==> src/rtl/neuron_cfg_regs.sv <==
// SPI-fed bank of 8-bit neuron configuration registers with auto-incrementing burst writes.
// Optional burst readback on din is compiled in with NEURON_CFG_READBACK_EN.
module neuron_cfg_regs #(
    parameter int ADDR_W = 3
) (
    input  logic                     clk,
    input  logic                     rst,
    input  logic                     ss,
    input  logic [7:0]               byte_in,
    input  logic                     byte_done,
    output logic [7:0]               din,
    output logic [8*(2**ADDR_W)-1:0] cfg_out,
    output logic                     cfg_update,
    output logic [ADDR_W-1:0]        cfg_wr_addr,
    output logic                     cmd_err
);
    localparam int NREGS = 2**ADDR_W;

`ifdef NEURON_CFG_READBACK_EN
    localparam bit READBACK_EN = 1'b1;
`else
    localparam bit READBACK_EN = 1'b0;
`endif

    typedef enum logic [1:0] {IDLE, WR_DATA, RD_DATA, DISCARD} state_t;

    state_t            state_reg, state_next;
    logic [ADDR_W-1:0] addr_reg, addr_next;
    logic [ADDR_W-1:0] wr_addr_reg, wr_addr_next;
    logic [7:0]        din_reg, din_next;
    logic              upd_reg, upd_next;
    logic              err_reg, err_next;
    logic              wr_en;

    logic [ADDR_W-1:0] cmd_addr;
    logic [ADDR_W-1:0] addr_inc;
    logic [6:0]        cmd_rsvd;
    logic              cmd_bad;

    assign cmd_addr = byte_in[ADDR_W-1:0];
    assign cmd_rsvd = byte_in[6:0] >> ADDR_W;
    // Reads count as invalid commands when the readback path is not built.
    assign cmd_bad  = (cmd_rsvd != 7'd0) || (!byte_in[7] && !READBACK_EN);
    assign addr_inc = addr_reg + ADDR_W'(1);

    always_ff @(posedge clk or negedge rst) begin
        if (!rst) begin
            state_reg <= IDLE;
        end else begin
            state_reg <= state_next;
        end
    end

    always_comb begin
        state_next = state_reg;
        if (ss) begin
            state_next = IDLE;
        end else if (byte_done && state_reg == IDLE) begin
            if (cmd_bad) begin
                state_next = DISCARD;
            end else if (byte_in[7]) begin
                state_next = WR_DATA;
            end else begin
                state_next = RD_DATA;
            end
        end
    end

    always_comb begin
        addr_next    = addr_reg;
        din_next     = din_reg;
        wr_addr_next = wr_addr_reg;
        upd_next     = 1'b0;
        err_next     = 1'b0;
        wr_en        = 1'b0;
        if (ss) begin
            // Frame end (or ss/byte_done collision): drop the byte, rewind the pointer.
            addr_next = '0;
            din_next  = 8'h00;
        end else if (byte_done) begin
            case (state_reg)
                IDLE: begin
                    if (cmd_bad) begin
                        err_next = 1'b1;
                    end else begin
                        addr_next = cmd_addr;
                        if (!byte_in[7]) begin
                            din_next = cfg_out[{cmd_addr, 3'b000} +: 8];
                        end
                    end
                end
                WR_DATA: begin
                    wr_en        = 1'b1;
                    upd_next     = 1'b1;
                    wr_addr_next = addr_reg;
                    addr_next    = addr_inc;
                end
                RD_DATA: begin
                    addr_next = addr_inc;
                    din_next  = cfg_out[{addr_inc, 3'b000} +: 8];
                end
                default: ;
            endcase
        end
    end

    always_ff @(posedge clk or negedge rst) begin
        if (!rst) begin
            addr_reg    <= '0;
            din_reg     <= 8'h00;
            wr_addr_reg <= '0;
            upd_reg     <= 1'b0;
            err_reg     <= 1'b0;
        end else begin
            addr_reg    <= addr_next;
            din_reg     <= din_next;
            wr_addr_reg <= wr_addr_next;
            upd_reg     <= upd_next;
            err_reg     <= err_next;
        end
    end

    generate
        for (genvar gi = 0; gi < NREGS; gi++) begin : g_bank
            logic [7:0] cell_reg;
            always_ff @(posedge clk or negedge rst) begin
                if (!rst) begin
                    cell_reg <= 8'h00;
                end else if (wr_en && addr_reg == ADDR_W'(gi)) begin
                    cell_reg <= byte_in;
                end
            end
            assign cfg_out[8*gi +: 8] = cell_reg;
        end
    endgenerate

    assign din         = din_reg;
    assign cfg_update  = upd_reg;
    assign cfg_wr_addr = wr_addr_reg;
    assign cmd_err     = err_reg;

endmodule
==> config.mk <==
export PLATFORM = sky130hd
export DESIGN_NAME = neuron_cfg_regs
export DESIGN_NICKNAME = d
export VERILOG_FILES = /design/src/rtl/neuron_cfg_regs.sv
export SDC_FILE = /design/constraint.sdc
export NUM_CORES = 1
export LEC_CHECK = 0
export ABC_CLOCK_PERIOD_IN_PS = 3100
export BUFFER_PORTS_ARGS = -buffer_cell sky130_fd_sc_hd__buf_4
export CAP_MARGIN = 20
export CORE_ASPECT_RATIO = 0.6
export CORE_MARGIN = 3
export CORE_UTILIZATION = 55
export CTS_CLUSTER_SIZE = 20
export DETAILED_ROUTE_END_ITERATION = 8
export HOLD_SLACK_MARGIN = 0.1
export PLACE_DENSITY = 0.87
export SYNTH_ARGS = -nofsm -noshare
export SYNTH_HDL_FRONTEND = slang
export SYNTH_SLANG_ARGS = --single-unit
==> constraint.sdc <==
create_clock -name clk -period 3.1 [get_ports clk]
set_clock_uncertainty 0.05 [all_clocks]
set_input_delay 0.31 -clock clk [delete_from_list [all_inputs] [get_ports clk]]
set_output_delay 0.31 -clock clk [all_outputs]
set_load 0.1 [all_outputs]
==> run_results.csv <==
group,metric,value,unit
logic_synthesis,yosysUniqueCellTypes,50,
worst_setup_path,worstSetupEndpointType,"flop",
timing,rsz0062_at_grt,"no",
final_layout,drive_above_1_share,36.4,%
clocking,cts_made_buffers,9,
floorplanning,rows,24,
clocking,cts_tree,"yes",
pwr,p_leak,0.00253,uW
floorplanning,initial_core_util,57.7,%
final_layout,fillers,530,
detailed_routing,drc,0,
floorplanning,io_pins,89,
detailed_routing,vias,3773,
grt,grt_use_total,28.8,%
detailed_routing,drt-wirelength-per-cell,21.8,um
logic_synthesis,synth-edff-count,0,
logic_synthesis,synth_top_cell_by_area,"dfrtp_1",
placement,dp_hpwl,8600,um
logic_synthesis,ys_ff_latch,82,
clocking,htreeDepth,3,
logic_synthesis,yosysSeqAreaShare,47.9,%
logic_synthesis,ys.flop_type,"dfrtp_1",
worst_setup_path,crit_arrival,2700,ps
timing,slew_violations,0,
placement,port-buffer-count,88,
timing,min_period,2580,ps
pwr,irDropWorstVdd,0.361,mV
placement,place_congestion,0.886,
detailed_routing,ant_nets,0,
logic_synthesis,syn-num-nets,412,
pwr,p_per_area,688,nW/um^2
worst_setup_path,critical_path_required,3230,ps
floorplanning,dieArea,8910,um^2
logic_synthesis,synth-async-reset-ratio,100,%
timing,worst_pin_slew,1000,ps
grt,grt-ovfl-total,0,
grt,grt_pass1_wl,19600,um
timing,period_share,83.1,%
worst_setup_path,worstPathMaxFanout,50,
floorplanning,fp.dieW,120,um
worst_setup_path,reg2reg_slack,520,ps
final_layout,nets,488,
worst_setup_path,worstSetupPathType,"reg2reg",
timing,fmax,388,MHz
clocking,clk_latency,340,ps
logic_synthesis,avgSynthCellArea,11.0,um^2
flow_run,maxCapViolations,0,
grt,grt_max_degree,83,
grt,antenna_found_initial,0,
logic_synthesis,syn_area,4280,um^2
worst_setup_path,crit_chain,"inv_1 > ha_1 > buf_4 > mux2i_2 > mux4_2 > o211ai_1 > o21ai_1",
floorplanning,core-area,7420,um^2
detailed_routing,post_drt_via_cell_ratio,6.57,
final_layout,fin_util,71.4,%
logic_synthesis,syn_inst,391,
detailed_routing,routed_wirelength,12500,um
logic_synthesis,yosys_warnings,0,
worst_setup_path,start_kind,"flop",
logic_synthesis,synth.most_common_cell,"dfrtp_1",
status,status,"complete, no violations",
clocking,cts_root_buffer,"clkbuf_16",
timing,fin_setup_tns,0,ps
timing,max_slew_margin,32.9,%
logic_synthesis,yosysTopAreaCellShare,47.9,%
detailed_routing,firstDrtPassIters,7,
final_layout,synthToLayoutAreaGrowth,23.6,%
logic_synthesis,ys_top_cells_by_area,"dfrtp_1 48%, mux2_2 13%, o211ai_1 4.4%",
clocking,postCtsResizedCells,0,
floorplanning,die_h,74.3,um
min_path,hold_class,"in2reg",
clocking,clockBufferDepth,2,
grt,grt_pass1_vias,3455,
final_layout,n_antenna_cell,0,
final_layout,largest_register_ffs,64,
clocking,clock-sinks,82,
timing,setup_viol,0,
worst_setup_path,max_stage_delay,470,ps
worst_setup_path,path_buf_inv,2,
clocking,clk_pin_slew,60,ps
detailed_routing,drt-initial-drc-count,539,
worst_setup_path,crit_family,"multiplexers",
worst_setup_path,cp_slowest_cell,"buf_4",
logic_synthesis,ys_top_cells_by_count,"82 x dfrtp_1, 51 x mux2_2, 27 x o21ai_0",
timing,hold_viol_final,0,
-- layout by cell type (no fill, tap or decap), types with 3 or more instances in the layout --
| master | synthesis | routed |
|---|---|---|
| inv_1 | 12 | 12 |
| o31a_1 | 3 | 3 |
| nand2_1 | 26 | 26 |
| nor3_1 | 5 | 5 |
| a311oi_1 | 7 | 7 |
| o221ai_1 | 7 | 7 |
| o22ai_1 | 6 | 6 |
| nand3_2 | 3 | 3 |
| ha_1 | 9 | 9 |
| o211a_1 | 4 | 4 |
| nor2_1 | 25 | 25 |
| buf_4 | 1 | 91 |
| nor4_1 | 7 | 7 |
| a21oi_1 | 17 | 17 |
| a211oi_1 | 8 | 8 |
| o21ai_0 | 27 | 27 |
| o211ai_1 | 25 | 25 |
| dfrtp_1 | 82 | 82 |
| mux2_2 | 51 | 51 |
| clkbuf_16 | 0 | 9 |
| a221o_1 | 7 | 7 |
-- power breakdown --
part	internal (uW)	leakage [uW]	switching (uW)
sequential	1170	0.00112	102
combinational	281	0.00126	974
clock	717	0.000151	401
total	2160	0.00253	1480
-- through the flow --
stage | power (uW) | worst slack, ps | hold WS (ps) | area (um^2) | instances
2_1_floorplan | 2240 | 941 | -35.6 | 4280 | 391
3_3_place_gp | 2500 | 757 | 444 | 4950 | 558
3_5_place_dp | 2520 | 665 | 463 | 4950 | 558
4_1_cts | 3640 | 583 | 132 | 5260 | 572
5_1_grt | 3750 | 423 | 199 | 5290 | 574
6_report | 3640 | 524 | 194 | 5290 | 574
-- worst paths after layout --
| path | cells after the start | from | to |
|---|---|---|---|
| worst min-delay path | 2 | byte_done | state_reg[1]$_DFFE_PN0P_ |
| worst max-delay path | 7 | state_reg[0]$_DFFE_PN0P_ | din[4]$_DFFE_PN0P_ |
| min in group asynchronous | 2 | rst | g_bank[3].cell_reg[1]$_DFFE_PN0P_ |
| worst max register to register | 7 | state_reg[0]$_DFFE_PN0P_ | din[4]$_DFFE_PN0P_ |
| worst min register to register | 1 | din[6]$_DFFE_PN0P_ | din[6]$_DFFE_PN0P_ |
| max in group asynchronous | 3 | rst | cfg_wr_addr[2]$_DFFE_PN0P_ |
-- layout make-up --
| type | count | area [um^2] | area share [%] |
|---|---|---|---|
| Sequential cell | 82 | 2050 | 38.8 |
| Multi-Input combinational cell | 266 | 2020 | 38.2 |
| Timing Repair Buffer | 93 | 721 | 13.6 |
| Clock buffer | 11 | 243 | 4.59 |
| Tap cell | 104 | 130 | 2.46 |
| Clock inverter | 3 | 65.1 | 1.23 |
| Inverter | 15 | 61.3 | 1.16 |
-- logic make-up (layout without fill, tap and decap cells) --
group | count (synthesis) | in the layout | share of synthesized area [%]
mux | 57 | 57 | 15.8
compound gates | 122 | 122 | 20.0
fa+ha+maj | 9 | 9 | 2.63
flops | 82 | 82 | 47.9
buf+inv | 43 | 122 | 4.88
simple gates | 78 | 78 | 8.74
-- layer usage --
metal,GRT usage [%],part of all wire [%],up-vias
li1,-,-,1623
met1,42.3,45,1850
met2,40.7,42,269
met3,9.57,12,31
met4,9.14,2.1,0
met5,0,0,-
-- what timing repair did --
action / 4_1_cts / 5_1_grt
hold buffers: 0 / 1
endpoints found under the hold margin: 0 / 82
setup buffers: 0 / 0
(Power assumes the default switching activity.)
